===== src/rtl/keypad_scanner.sv =====
// 4x4 matrix keypad scanner: column drive, row sampling, debounce and key decode.
// Optional auto-repeat of a held key is enabled by defining KEYPAD_AUTOREPEAT_EN.
module keypad_scanner #(
    parameter int SCAN_DIV       = 50_000,
    parameter int DEBOUNCE_SCANS = 8,
    parameter int REPEAT_DELAY   = 40,
    parameter int REPEAT_RATE    = 10
) (
    input  logic       i_CLOCK,
    input  logic       i_RESET_N,
    input  logic [3:0] i_iu_row,
    output logic [3:0] o_iu_col,
    output logic [3:0] o_KEY,
    output logic       o_KEY_VALID,
    output logic       o_KEY_HELD,
    output logic [1:0] o_dbg_state
);

    localparam int DIV_W = (SCAN_DIV > 1) ? $clog2(SCAN_DIV) : 1;
    localparam int CNT_W = $clog2(DEBOUNCE_SCANS + 1);
    localparam logic [CNT_W-1:0] CNT_MAX = CNT_W'(DEBOUNCE_SCANS);

    typedef enum logic [1:0] {
        ST_SCAN     = 2'd0,
        ST_DEBOUNCE = 2'd1,
        ST_PRESSED  = 2'd2
    } state_t;

    state_t           state_q, state_d;
    logic [3:0]       row_meta_q, row_sync_q;
    logic [DIV_W-1:0] div_q, div_d;
    logic [3:0]       col_q, col_d;
    logic [CNT_W-1:0] cnt_q, cnt_d, cnt_inc;
    logic [3:0]       cand_code_q, cand_code_d;
    logic [1:0]       cand_row_q, cand_row_d;
    logic [3:0]       key_q, key_d;
    logic             valid_q, valid_d;
    logic             held_q, held_d;
    logic             tick;
    logic             samp_valid;
    logic [1:0]       samp_row, samp_col;
    logic [3:0]       samp_code;
    logic [3:0]       col_rot;

    function automatic logic [3:0] key_code(input logic [1:0] r, input logic [1:0] c);
        logic [3:0] k;
        case ({r, c})
            4'h0: k = 4'h1;  4'h1: k = 4'h2;  4'h2: k = 4'h3;  4'h3: k = 4'hA;
            4'h4: k = 4'h4;  4'h5: k = 4'h5;  4'h6: k = 4'h6;  4'h7: k = 4'hB;
            4'h8: k = 4'h7;  4'h9: k = 4'h8;  4'hA: k = 4'h9;  4'hB: k = 4'hC;
            4'hC: k = 4'hE;  4'hD: k = 4'h0;  4'hE: k = 4'hF;  default: k = 4'hD;
        endcase
        return k;
    endfunction

    assign tick    = (div_q == DIV_W'(SCAN_DIV - 1));
    assign col_rot = {col_q[2:0], col_q[3]};
    assign cnt_inc = (cnt_q == CNT_MAX) ? cnt_q : cnt_q + CNT_W'(1);

    // A sample only counts as a key when exactly one row is pulled low.
    always_comb begin
        samp_valid = 1'b1;
        samp_row   = 2'd0;
        case (row_sync_q)
            4'b1110: samp_row = 2'd0;
            4'b1101: samp_row = 2'd1;
            4'b1011: samp_row = 2'd2;
            4'b0111: samp_row = 2'd3;
            default: samp_valid = 1'b0;
        endcase
        samp_col = 2'd0;
        case (col_q)
            4'b1101: samp_col = 2'd1;
            4'b1011: samp_col = 2'd2;
            4'b0111: samp_col = 2'd3;
            default: samp_col = 2'd0;
        endcase
        samp_code = key_code(samp_row, samp_col);
    end

`ifdef KEYPAD_AUTOREPEAT_EN
    localparam int HOLD_W = $clog2(REPEAT_DELAY + 1);
    logic [HOLD_W-1:0] hold_q, hold_d, hold_inc;
    assign hold_inc = hold_q + HOLD_W'(1);
`endif

    always_comb begin
        div_d       = tick ? '0 : div_q + DIV_W'(1);
        state_d     = state_q;
        col_d       = col_q;
        cnt_d       = cnt_q;
        cand_code_d = cand_code_q;
        cand_row_d  = cand_row_q;
        key_d       = key_q;
        valid_d     = 1'b0;
        held_d      = held_q;
`ifdef KEYPAD_AUTOREPEAT_EN
        hold_d      = hold_q;
`endif
        if (tick) begin
            case (state_q)
                ST_SCAN: begin
                    if (samp_valid) begin
                        cand_code_d = samp_code;
                        cand_row_d  = samp_row;
                        cnt_d       = CNT_W'(1);
                        state_d     = ST_DEBOUNCE;
                    end else begin
                        col_d = col_rot;
                    end
                end
                ST_DEBOUNCE: begin
                    if (samp_valid && samp_code == cand_code_q) begin
                        cnt_d = cnt_inc;
                        if (cnt_inc == CNT_MAX) begin
                            state_d = ST_PRESSED;
                            cnt_d   = '0;
                            key_d   = cand_code_q;
                            valid_d = 1'b1;
                            held_d  = 1'b1;
`ifdef KEYPAD_AUTOREPEAT_EN
                            hold_d  = '0;
`endif
                        end
                    end else begin
                        cnt_d   = '0;
                        state_d = ST_SCAN;
                        col_d   = col_rot;
                    end
                end
                ST_PRESSED: begin
                    // Only the accepted key's row matters; other rows are ignored here.
                    if (!row_sync_q[cand_row_q]) begin
                        cnt_d = '0;
`ifdef KEYPAD_AUTOREPEAT_EN
                        if (hold_inc == HOLD_W'(REPEAT_DELAY)) begin
                            valid_d = 1'b1;
                            hold_d  = HOLD_W'(REPEAT_DELAY - REPEAT_RATE);
                        end else begin
                            hold_d = hold_inc;
                        end
`endif
                    end else begin
                        cnt_d = cnt_inc;
`ifdef KEYPAD_AUTOREPEAT_EN
                        hold_d = '0;
`endif
                        if (cnt_inc == CNT_MAX) begin
                            cnt_d   = '0;
                            held_d  = 1'b0;
                            state_d = ST_SCAN;
                            col_d   = col_rot;
                        end
                    end
                end
                default: begin
                    state_d = ST_SCAN;
                    cnt_d   = '0;
                end
            endcase
        end
    end

    always_ff @(posedge i_CLOCK or negedge i_RESET_N) begin
        if (!i_RESET_N) begin
            row_meta_q  <= 4'b1111;
            row_sync_q  <= 4'b1111;
            div_q       <= '0;
            state_q     <= ST_SCAN;
            col_q       <= 4'b1110;
            cnt_q       <= '0;
            cand_code_q <= '0;
            cand_row_q  <= '0;
            key_q       <= '0;
            valid_q     <= 1'b0;
            held_q      <= 1'b0;
        end else begin
            row_meta_q  <= i_iu_row;
            row_sync_q  <= row_meta_q;
            div_q       <= div_d;
            state_q     <= state_d;
            col_q       <= col_d;
            cnt_q       <= cnt_d;
            cand_code_q <= cand_code_d;
            cand_row_q  <= cand_row_d;
            key_q       <= key_d;
            valid_q     <= valid_d;
            held_q      <= held_d;
        end
    end

`ifdef KEYPAD_AUTOREPEAT_EN
    always_ff @(posedge i_CLOCK or negedge i_RESET_N) begin
        if (!i_RESET_N) hold_q <= '0;
        else            hold_q <= hold_d;
    end
`endif

    assign o_iu_col    = col_q;
    assign o_KEY       = key_q;
    assign o_KEY_VALID = valid_q;
    assign o_KEY_HELD  = held_q;
    assign o_dbg_state = state_q;

endmodule


===== config.mk =====
export PLATFORM = sky130hd
export DESIGN_NAME = keypad_scanner
export DESIGN_NICKNAME = d
export VERILOG_FILES = /design/src/rtl/keypad_scanner.sv
export SDC_FILE = /design/constraint.sdc
export NUM_CORES = 1
export LEC_CHECK = 0
export BUFFER_PORTS_ARGS = -buffer_cell sky130_fd_sc_hd__buf_2
export CAP_MARGIN = 0
export CELL_PAD_IN_SITES_DETAIL_PLACEMENT = 0
export CELL_PAD_IN_SITES_GLOBAL_PLACEMENT = 1
export CORE_MARGIN = 8
export CORE_UTILIZATION = 25
export CTS_CLUSTER_DIAMETER = 80
export DETAILED_ROUTE_END_ITERATION = 6
export PLACE_DENSITY_LB_ADDON = 0.1
export SETUP_SLACK_MARGIN = 0.3
export SYNTH_ARGS = -nofsm -noshare
export SYNTH_HDL_FRONTEND = slang
export SYNTH_SLANG_ARGS = --single-unit
export TNS_END_PERCENT = 100

===== constraint.sdc =====
create_clock -name i_CLOCK -period 3.72 [get_ports i_CLOCK]
set_input_delay 0.558 -clock i_CLOCK [delete_from_list [all_inputs] [get_ports i_CLOCK]]
set_output_delay 0.558 -clock i_CLOCK [all_outputs]
set_load 0.005 [all_outputs]

* After elaboration in Yosys (flattened, before gate mapping)
Memory sizes are Yosys's and may differ from the RTL's. Index checks and enable logic that the tools add are counted. W data, S select, Z words.
Word-level totals: input bits 6, memory bits (read-only) 64, register bits 46, memories kept 1
Cells by class: reductions and logical operators 11, equality and inequality tests 21, muxes and demuxes 32, $add $sub $neg 2, magnitude comparators 1
Memory list:
- (no name shown) | depth 16, width 4, rd ports 1, clocked after Yosys merged registers in 0, wr ports 0, RTL line 47 | case ({r, c})
Operators by type and width (count):
- $mux W4 | 9
- $eq A4 B4 Y1 const B | 7
- $pmux W4 S3 | 2
- $pmux W2 S3 | 3
- $add A16 B1 Y16 const B | 1
- $eq A16 B16 Y1 const B | 1
- $mux W16 | 1
- $ne A2 B2 Y1 const B | 7
- $reduce_and A6 Y1 | 2
- $mux W1 | 10
- $mux W2 | 5
- $eq A4 B3 Y1 const B | 2
- $reduce_and A5 Y1 | 1
- $add A4 B1 Y4 const B | 1
- $eq A4 B4 Y1 | 1
- $reduce_and A4 Y1 | 1
- $reduce_or A4 Y1 | 1
- $lt A2 B3 Y1 const B | 1
- $ne A3 B3 Y1 const B | 1
- $reduce_and A3 Y1 | 1
- $reduce_bool A3 Y1 | 1
- $bmux W1 S2 | 1
- $eq A2 B1 Y1 const B | 1
- $eq A2 B2 Y1 const B | 1
- other kinds (5) | 5

* Depth between registers and ports, before layout
Gate-level depths: netlist (run 1). An unclocked memory read counts as a cell.
depth in word-level cells 8, mapped depth 12, mapped depth without buffers 11

* Worst setup path before layout (run 1)
No wires, ideal clock.
kind register to register, start point reg col_q[3] (netlist: o_iu_col[3]), end point reg key_q[0] (netlist: o_KEY[0]), required time 3.595 ns, stages on the path, launching flop included 12, setup slack 0.969 ns, buffers on the path 1, arrival time 2.626 ns, clock period less this slack 2.751 ns, cell sequence dfstp_2 > xor2_1 > nand3_1 > ha_1 > nor3b_1 > o21ai_0 > o21ai_0 > xnor2_1 > nand4_2 > or2_1 > buf_6 > mux2_4
Between the ends: longest elaborated chain between the ends 6
RTL lines:
- start, declared | RTL line 32 | logic [3:0] col_q, col_d;
- start signal, assigned | RTL line 182 | col_q <= col_d;
- $eq A4 B3 Y1 / $eq A4 B4 Y1 (equally long branches) | RTL line 72 | case (col_q)
- $pmux W2 S3 (*) | RTL line 72
- $mem_v2 Z16 W4 (*)
- $eq A4 B4 Y1 (*) | RTL line 113 | if (samp_valid && samp_code == cand_code_q) begin
- $logic_and A1 B1 Y1 (*) | RTL line 113
- $reduce_and A4 Y1 (no line) (*)
- end signal, assigned | RTL line 186 | key_q <= key_d;
- end, declared | RTL line 36 | logic [3:0] key_q, key_d;
Mark *: on every way between the ends. The rest lies on a longest branch, timed or not. A chain may end at the register's enable or synchronous reset.

* Worst setup path after layout (run 1)
start point reg col_q[1] (netlist: o_iu_col[1]), end point reg key_q[0] (netlist: o_KEY[0])
Same word-level chain as after synthesis.

==> results of run 1 <==
==> through the flow <==
step | hold slack, ns | setup WS, ns | instances | instance area (sq um)
final | 0.242 | 0.687 | 352 | 2650
after global routing | 0.264 | 0.494 | 352 | 2650
after CTS | 0.259 | 0.672 | 352 | 2650
after detailed placement | 0.347 | 0.685 | 344 | 2560
after global placement | 0.348 | 0.718 | 344 | 2560
after floorplan | 0.262 | 0.969 | 220 | 2350
==> report_power, final <==
group          total (mW)  internal [mW]  switching, mW
combinational      0.0387         0.0138         0.0249
clock               0.308          0.133          0.175
sequential          0.512          0.508        0.00398
total               0.859          0.655          0.204
==> cell families after synthesis <==
| kind of cell | synth area share [%] |
|---|---|
| multiplexers | 7.98 |
| AND/OR/NAND/NOR | 18.2 |
| XOR/XNOR | 8.56 |
| adder cells (fa/ha/maj) | 2.66 |
| flip-flops | 49.5 |
| buffers and inverters | 2.23 |
| AO/OA/AOI/OAI | 10.9 |
==> critical path: stages, from the launching register on <==
cell and delay (ns):
dfstp_2 0.60, xnor2_1 0.09, nor2_1 0.21, inv_1 0.10
ha_1 0.28, nor3b_1 0.16, o21ai_0 0.08, o21ai_0 0.29
xnor2_1 0.21, nand4_2 0.18, or2_1 0.38, mux2_4 0.33
==> final timing paths <==
check / from / to / slack [ns] / depth (start not counted)
max in group asynchronous: i_RESET_N / row_meta_q[0] / 2.71 / 2
setup / recovery: o_iu_col[1] / o_KEY[0] / 0.69 / 11
min in group i_CLOCK: i_iu_row[3] / row_meta_q[3] / 0.35 / 1
hold / removal: i_RESET_N / o_dbg_state[0] / 0.24 / 1
hold reg to reg: row_meta_q[0] / row_sync_q[0] / 0.36 / 0
setup reg to reg: o_iu_col[1] / o_KEY[0] / 0.69 / 11
==> cell usage after synthesis (5+ instances only) <==
master,number
nand2_1,15
dfrtp_1,35
dfstp_2,11
nand3_1,10
nor2_1,23
and3_1,7
inv_1,6
o21ai_0,11
ha_1,5
a21oi_1,12
xnor2_1,12
xor2_1,11
mux2_2,9
clkbuf_1,5
==> cell type report <==
cell class	instances	area share (%)
Sequential cell	46	44.0
Clock inverter	2	0.520
Multi-Input combinational cell	162	42.9
Tap cell	111	5.25
Timing Repair Buffer	19	3.78
Inverter	6	0.851
Clock buffer	6	2.74
==> registers in the layout (all words and copies together) (netlist names) <==
register / count
o_iu_col: 4
o_dbg_state: 2
div_q: 16
o_KEY_VALID: 1
cnt_q: 4
row_meta_q: 4
row_sync_q: 4
cand_row_q: 2
cand_code_q: 4
o_KEY: 4
o_KEY_HELD: 1
==> metal layers <==
layer	up-vias	track usage, %
li1	805	-
met1	751	10.5
met2	25	11.7
met3	2	2.18
met4	0	2.93
met5	-	0
==> flow_summary.json, run 1 <==
{
  "finalCriticalPeriod_ns": 3.03,
  "grt_util_all_layers_pct": 7.83,
  "n_antenna_cell": 0,
  "clkTransAtPathRegs_ns": 0.09,
  "cts_resized": 0,
  "maxUsedRoutingLayer": "met4",
  "p_leak_nw": 1.17,
  "peakVddDrop_v": 0.000138,
  "dieArea_sq_um": 12800,
  "cts.sinks": 46,
  "met2_length_mm": 2.14,
  "synth_fp_nets": 231,
  "io_buffers": 17,
  "synthTopCellsByArea": "dfrtp_1 37%, dfstp_2 12%, xnor2_1 4.5%",
  "start_kind": "flop",
  "start_util_pct": 25.6,
  "fillerInstances": 978,
  "drt-met1-wl_mm": 2.46,
  "maxCapViolCount": 0,
  "dr.first_iter.drc_count": 50,
  "synth.distinct_cells": 44,
  "wl_met3_um": 172,
  "cts_tree": "built",
  "drc": 0,
  "routed_wl_mm": 4.82,
  "fin_setup_tns_ns": 0,
  "avgSynthCellArea_sq_um": 10.7,
  "rsz0062_at_grt": "no",
  "power_density_nw_per_um2": 324,
  "final_cell_mix": "35 x dfrtp_1, 23 x nor2_1, 17 x buf_2",
  "register_area_sq_um": 1160,
  "final_core_util_pct": 28.8,
  "tightestPinTransition_ns": 0.655,
  "final_layout_size_suffix_gt1_share_pct": 24.1,
  "drv_slew": 0,
  "nets": 251,
  "first_global_vias": 1571,
  "ys_seq_area_share_pct": 49.5,
  "status": "complete, no violations",
  "cp_max_fo": 8,
  "synth_ff_type": "dfrtp_1",
  "fin_skew_ns": 0.00932,
  "rows": 35,
  "overflow": 0,
  "cts-root-buf": "clkbuf_8",
  "grt_max_degree": 25,
  "dpl.hpwl_mm": 3.57,
  "synth_warnings": 0,
  "synth_edf_count": 0,
  "ys_async_sr_fraction_pct": 100,
  "detail-route-antenna-nets": 0,
  "synth-seq-cells": 46,
  "hold_path.class": "input pin to async pin",
  "die_h_um": 113,
  "vias_per_cell": 4.50,
  "synth_area_sq_um": 2350,
  "timing.fmax_mhz": 330,
  "fp.dieW_um": 113,
  "core_area_sq_um": 9200,
  "numCtsBuffers": 5,
  "ios": 18,
  "cp.arrival_ns": 3.23,
  "post_cts_buffers": 0,
  "end_kind": "flop",
  "firstDrtPassIters": 5,
  "hold_violations": 0,
  "multiInputGateArea_sq_um": 1130,
  "grt_pass1_wl_mm": 7.91,
  "layout_commonest_cell": "dfrtp_1",
  "htree_levels": 2,
  "maxSlewHeadroom_pct": 56.2,
  "clock_path_buffers": 2,
  "antenna_found_initial": 0,
  "yosysTopAreaCell": "dfrtp_1",
  "worst_skew_pair.late_latency_ns": 0.30,
  "finalCritPeriodShare_pct": 81.5,
  "required_ns": 3.91,
  "hold_buffers": 0,
  "p_total_mw": 0.859,
  "syn_to_final_growth_pct": 12.6,
  "synth_top_area_share_pct": 37.2,
  "netlist_instances": 220,
  "vias": 1583,
  "setup_viol": 0,
  "wl_per_cell_um": 13.7,
  "worst-setup-path-type": "flop to flop",
  "place.gp.congestion": 0.738
}
(Power assumes the default switching activity.)
==> inputs of run 2 (changes only) <==
--- a/config.mk
+++ b/config.mk
@@ -5,6 +5,7 @@
 export SDC_FILE = /design/constraint.sdc
 export NUM_CORES = 1
 export LEC_CHECK = 0
+export ABC_AREA = 1
 export BUFFER_PORTS_ARGS = -buffer_cell sky130_fd_sc_hd__buf_2
 export CAP_MARGIN = 0
 export CELL_PAD_IN_SITES_DETAIL_PLACEMENT = 0
==> constraint.sdc (replaced) <==
create_clock -name i_CLOCK -period 3 [get_ports i_CLOCK]
set_input_delay 0.45 -clock i_CLOCK [delete_from_list [all_inputs] [get_ports i_CLOCK]]
set_output_delay 0.45 -clock i_CLOCK [all_outputs]
set_load 0.005 [all_outputs]
==> run 2 against run 1 <==
Effect of this change:
- sequential share of layout area shrank 2.3 points
- hold slack got worse by 0.0082 ns
- core utilization up 0.31 points
- area after synthesis up 3.0%
- flip-flop and latch count unchanged
- power is 34% higher
- worst setup slack got worse by 0.058 ns
- fmax up 28%
- clock power is 51% higher
- final area increased by 5.4%
- die area grew 2.6%
- critical endpoint is now o_iu_col[0]
- largest cell class unchanged
- largest power group unchanged
- highest routed layer unchanged
==> flow_summary.json, run 2 <==
{
  "regMostFlops": "div_q",
  "finalCriticalPeriod_ns": 2.37,
  "synth_edf_count": 0,
  "grt_util_all_layers_pct": 9.60,
  "yosysMostFrequentCell": "nand2_1",
  "p_leak_nw": 1.35,
  "synth_warnings": 0,
  "vias_per_cell": 4.20,
  "comb_power_share_pct": 4.9,
  "synth-seq-cells": 46,
  "io_buffers": 17,
  "required_ns": 3.19,
  "final_cell_mix": "96 x nand2_1, 39 x inv_1, 35 x nor2_1, 35 x dfrtp_1, 30 x nand3_1",
  "layout_setup_ws_ns": 0.628,
  "hold_violations": 0,
  "yosysTopAreaCell": "dfrtp_1",
  "dieArea_sq_um": 13100,
  "numCtsBuffers": 5,
  "peakVddDrop_v": 0.000192,
  "maxSlewHeadroom_pct": 59.6,
  "nets": 352,
  "layout_commonest_cell": "nand2_1",
  "startpoint": "o_iu_col[3]",
  "timing.fmax_mhz": 422,
  "drv_slew": 0,
  "antenna_found_initial": 0,
  "hold_path.class": "input pin to async pin",
  "drc": 0,
  "first_global_vias": 2028,
  "post-place-ws_ns": 0.577,
  "regToRegStartpoint": "o_iu_col[3]",
  "power_density_nw_per_um2": 414,
  "synth_fp_nets": 328,
  "clock_path_buffers": 2,
  "ys_seq_area_share_pct": 48.1,
  "synth_top_area_share_pct": 36.1,
  "synth.distinct_cells": 26,
  "fin_setup_tns_ns": 0,
  "cts-root-buf": "clkbuf_8",
  "cp.arrival_ns": 2.56,
  "place.gp.congestion": 0.725,
  "overflow": 0,
  "synthTopCellsByArea": "dfrtp_1 36%, nand2_1 15%, dfstp_2 12%",
  "dpl.hpwl_mm": 4.38,
  "fillerInstances": 1076,
  "maxCapViolCount": 0,
  "wl_per_cell_um": 12.2,
  "grt_max_degree": 47,
  "start_util_pct": 25.3,
  "grt_pass1_wl_mm": 9.98,
  "start_kind": "flop",
  "register_area_sq_um": 1160,
  "fp.dieW_um": 114,
  "synthTopCellsByCount": "96 x nand2_1, 39 x inv_1, 36 x nor2_1",
  "detail-route-antenna-nets": 0,
  "vias": 1997,
  "largest_register_ff_count": 16,
  "p_int_mw": 0.893,
  "n_antenna_cell": 0,
  "cts.sinks": 46,
  "setup_viol": 0,
  "cp_max_fo": 5,
  "tightestPinTransition_ns": 0.607,
  "p_switching_mw": 0.261,
  "synth_ff_type": "dfrtp_1",
  "netSwitchingFraction_pct": 22.6,
  "worst_skew_pair.late_latency_ns": 0.30,
  "syn_to_final_growth_pct": 15.2,
  "firstDrtPassIters": 4,
  "htree_levels": 2,
  "dr.first_iter.drc_count": 70,
  "die_h_um": 114,
  "status": "complete, no violations",
  "avgSynthCellArea_sq_um": 7.65,
  "rsz0062_at_grt": "no",
  "worst-setup-path-type": "flop to flop",
  "seq_power_share_pct": 54.8,
  "multiInputGateArea_sq_um": 1100,
  "cts_tree": "built",
  "ios": 18,
  "finalCritPeriodShare_pct": 79.1,
  "clkTransAtPathRegs_ns": 0.09,
  "ys_async_sr_fraction_pct": 100,
  "synth_area_sq_um": 2420,
  "final_layout_size_suffix_gt1_share_pct": 14.6,
  "core_area_sq_um": 9590,
  "reg2regPathDepth": 17,
  "netlist_instances": 317,
  "pwr-share-clk_pct": 40.3,
  "routed_wl_mm": 5.80,
  "end_kind": "flop",
  "rows": 36,
  "fin_skew_ns": 0.00720
}
-- run 2: cell count changes in the layout (fill, tap and decap cells not counted), moves of 4 or more --
cell     change
nand2_1     +81
inv_1       +33
nand3_1     +20
nor2_1      +12
mux2_2       -9
xnor2_1      -9
and3_1       -7
nand4_1      +7
xor2_1       -6
nand2_2      +5
and2_1       -4
mux2_4       -4
-- run 2: per-layer routing --
| metal | track usage (%) | wire length (um) | vias up | share of wire, % |
|---|---|---|---|---|
| met4 | 3.28 | 91 | 0 | 1.6 |
| met3 | 2.32 | 195 | 8 | 3.4 |
| met5 | 0 | 0 | - | 0 |
| li1 | - | - | 1045 | - |
| met2 | 15.7 | 2670 | 23 | 46 |
| met1 | 12.0 | 2840 | 921 | 49 |
-- run 2: worst max-delay path: stages, from the launching register on --
cell	delay, ns
dfstp_2	0.57
inv_1	0.06
nand2_1	0.05
nor2_1	0.06
nor2_1	0.25
ha_1	0.29
nand3_1	0.10
nand2_1	0.06
nand2_1	0.09
nand3_1	0.07
nand2_1	0.12
nor2_4	0.06
nand3_1	0.10
nand2_1	0.07
nand2_2	0.11
nand2_2	0.08
nand2_1	0.07
nand2_1	0.05
-- run 2: power groups by stage --
stage,Combinational [mW],Clock [mW],Sequential (mW)
2_1_floorplan,0.0325,0,0.644
3_3_place_gp,0.0594,0,0.645
3_5_place_dp,0.0586,0,0.645
4_1_cts,0.0589,0.497,0.634
5_1_grt,0.0663,0.524,0.635
6_report,0.0565,0.465,0.633
-- run 2: worst paths after layout --
| check | to | slack (ns) |
|---|---|---|
| setup / recovery | o_iu_col[0] | 0.63 |
| hold / removal | cand_row_q[0] | 0.23 |
| setup reg to reg | o_iu_col[0] | 0.63 |
| hold reg to reg | row_sync_q[2] | 0.36 |
| max in group asynchronous | div_q[0] | 2.35 |
| min in group i_CLOCK | row_meta_q[1] | 0.24 |
-- run 2: timing repair --
| item | 4_1_cts | 5_1_grt |
|---|---|---|
| setup buffers | 0 | 0 |
| endpoints found under the setup margin | 0 | 8 |
| hold buffers | 0 | 0 |
| resized for setup | 0 | 1 |
-- run 2: layout make-up --
type	count	area share, %
Sequential cell	46	41.7
Multi-Input combinational cell	228	39.4
Tap cell	133	5.96
Inverter	42	5.65
Timing Repair Buffer	18	3.32
Clock buffer	6	2.60
Clock inverter	2	1.34
-- run 2: cells by family (layout without fill, tap and decap cells) --
kind of cell / Yosys count / after routing / share of synthesized area [%]
adders and majority gates: 5 / 5 / 2.58
and+or+nand+nor: 189 / 189 / 34.2
buffers and inverters: 43 / 68 / 6.66
xor gates and xnor gates: 8 / 8 / 2.89
AOI/OAI and AO/OA: 26 / 26 / 5.63
DFF: 46 / 46 / 48.1
-- run 2: metrics by stage --
stage | cells | power (mW) | instance area (sq um) | hold slack, ns | utilization [%]
final | 475 | 1.15 | 2790 | 0.234 | 29.1
after global routing | 475 | 1.23 | 2790 | 0.205 | 29.1
after CTS | 475 | 1.19 | 2790 | 0.219 | 29.1
after detailed placement | 467 | 0.704 | 2680 | 0.347 | 27.9
after global placement | 467 | 0.705 | 2680 | 0.346 | 27.9
after floorplan | 317 | 0.677 | 2420 | 0.154 | -
==> inputs of run 3 (changes only) <==
--- a/config.mk
+++ b/config.mk
@@ -5,7 +5,7 @@
 export SDC_FILE = /design/constraint.sdc
 export NUM_CORES = 1
 export LEC_CHECK = 0
-export ABC_AREA = 1
+export ABC_AREA = 0
 export BUFFER_PORTS_ARGS = -buffer_cell sky130_fd_sc_hd__buf_2
 export CAP_MARGIN = 0
 export CELL_PAD_IN_SITES_DETAIL_PLACEMENT = 0
==> constraint.sdc (replaced) <==
create_clock -name i_CLOCK -period 2.47 [get_ports i_CLOCK]
set_input_delay 0.3705 -clock i_CLOCK [delete_from_list [all_inputs] [get_ports i_CLOCK]]
set_output_delay 0.3705 -clock i_CLOCK [all_outputs]
set_load 0.005 [all_outputs]
==> run 3 against run 2 <==
Effect of this change:
- the run now ends with negative setup slack left
- sequential power grew 22%
- worst setup slack worse by 0.71 ns
- via count down 12%
- register-to-register slack worse by 0.71 ns
- combinational power grew 81%
- core utilization increased by 5.5 points
- clock skew rose by 0.0043 ns
- hold slack got worse by 0.067 ns
- final area is 14% higher
- critical endpoint unchanged
- largest power group unchanged
- highest routed layer unchanged
==> flow_summary.json, run 3 (synthesis results as in run 1) <==
{
  "status": "finished, violations left",
  "violations": "negative setup slack",
  "dpl-instance-area_sq_um": 2850,
  "p_leak_nw": 1.45,
  "core_area_sq_um": 9200,
  "cp_max_fo": 4,
  "maxCapViolCount": 0,
  "grt_max_degree": 23,
  "ff2ff_setup_slack_ns": -0.08,
  "layout_setup_ws_ns": -0.0800,
  "wl_per_cell_um": 13.3,
  "ios": 18,
  "start_util_pct": 25.6,
  "final_layout_size_suffix_gt1_share_pct": 43.9,
  "power_density_nw_per_um2": 454,
  "detail-route-antenna-nets": 0,
  "drv_slew": 0,
  "clkTransAtPathRegs_ns": 0.09,
  "cts-root-buf": "clkbuf_8",
  "fin_skew_ns": 0.0115,
  "overflow": 0,
  "first_global_vias": 1810,
  "vias": 1752,
  "cp.arrival_ns": 2.74,
  "setup_viol": 8,
  "timing.fmax_mhz": 392,
  "largest_register_ff_count": 16,
  "numCtsBuffers": 5,
  "maxSlewHeadroom_pct": 68.1,
  "vias_per_cell": 4.40,
  "required_ns": 2.66,
  "hold_path.class": "input pin to flop",
  "grt_util_all_layers_pct": 8.71,
  "cts_tree": "built",
  "regMostFlops": "div_q",
  "n_antenna_cell": 0,
  "rows": 35,
  "cts.sinks": 46,
  "dr.first_iter.drc_count": 47,
  "worst_skew_pair.late_latency_ns": 0.30,
  "fp.dieW_um": 113,
  "rsz0062_at_grt": "yes",
  "syn_to_final_growth_pct": 35.4,
  "peakVddDrop_v": 0.000247,
  "final_cell_mix": "43 x buf_4, 35 x dfrtp_1, 19 x nor2_1",
  "clock_path_buffers": 2,
  "final_area_sq_um": 3180,
  "finalCritPeriodShare_pct": 103,
  "finalCriticalPeriod_ns": 2.55,
  "dpl.hpwl_mm": 3.91,
  "drc": 0,
  "nets": 297,
  "hold_violations": 0,
  "io_buffers": 17,
  "worst-setup-path-type": "flop to flop",
  "whs_ns": 0.166,
  "dieArea_sq_um": 12800,
  "end_kind": "flop",
  "place.gp.congestion": 0.731,
  "firstDrtPassIters": 4,
  "htree_levels": 2,
  "tightestPinTransition_ns": 0.473,
  "antenna_found_initial": 0,
  "die_h_um": 113,
  "layout_commonest_cell": "buf_4",
  "grt_pass1_wl_mm": 8.92,
  "start_kind": "flop",
  "routed_wl_mm": 5.28
}
[run 3: cell types whose count changed in the layout (fill, tap and decap cells not counted), sizes merged, moves of 9 or more]
cell / previous run / this run
nand2: 101 / 15
buf: 18 / 64
inv: 41 / 6
nand3: 30 / 10
nor2: 40 / 23
mux2: 0 / 13
xnor2: 3 / 12
[run 3: final cells by class]
class	count	area (sq um)
clock buffers	5	68.8
clock inverters	3	45.0
fillers	937	6010
inverters	6	22.5
multi-input cells	162	1270
flip-flops and latches	46	1160
well taps	111	139
repair buffers	65	472
[run 3: routing by layer]
metal | wire length [um] | GRT usage, % | vias up | share of wire, %
li1 | - | - | 900 | -
met5 | 0 | 0 | - | 0
met1 | 2690 | 11.6 | 823 | 51
met4 | 68 | 3.20 | 0 | 1.3
met3 | 129 | 1.92 | 5 | 2.4
met2 | 2390 | 13.5 | 24 | 45
[run 3: what timing repair did]
item | CTS | global route
buffers inserted | 8 | 0
setup endpoints to repair | 22 | 22
gates resized for setup | 26 | 10
hold buffers | 1 | 0
pin swaps | 8 | 5
endpoints found under the hold margin | 11 | 0
[run 3: path summary, 6_finish.rpt]
kind,from,to,cells after the start
max in group asynchronous,i_RESET_N,row_meta_q[0],3
max,o_iu_col[3],o_iu_col[0],10
min,i_iu_row[3],row_meta_q[3],1
max reg2reg,o_iu_col[3],o_iu_col[0],10
min reg2reg,row_meta_q[3],row_sync_q[3],0
min in group asynchronous,i_RESET_N,cnt_q[3],2
[run 3: per-stage QoR]
stage               util [%]  total power, mW  setup TNS, ns  worst slack [ns]  instances
finish                  34.6             1.44         -0.341           -0.0800        398
floorplan                  -            0.817         -0.741            -0.179        220
detailed placement      31.0            0.868          -2.68            -0.326        381
CTS                     34.2             1.48         -0.522           -0.0930        398
global placement        31.0            0.868          -1.90            -0.262        381
global route            34.6             1.51          -1.74            -0.205        398
[run 3: report_power, final]
group	leakage [nW]	internal, mW	total [mW]	switching, mW
Clock	0.0504	0.301	0.573	0.271
Combinational	0.811	0.0514	0.102	0.0504
Sequential	0.590	0.765	0.770	0.00480
Total	1.45	1.12	1.44	0.327
[run 3: worst max-delay path, cell delays in order (launching register included)]
cell,delay [ns]
dfstp_2,0.58
buf_4,0.12
buf_4,0.10
nand4b_1,0.11
or3_4,0.36
a31oi_4,0.18
xnor2_2,0.14
a21oi_2,0.06
a41oi_1,0.21
o21a_2,0.24
mux2_2,0.35
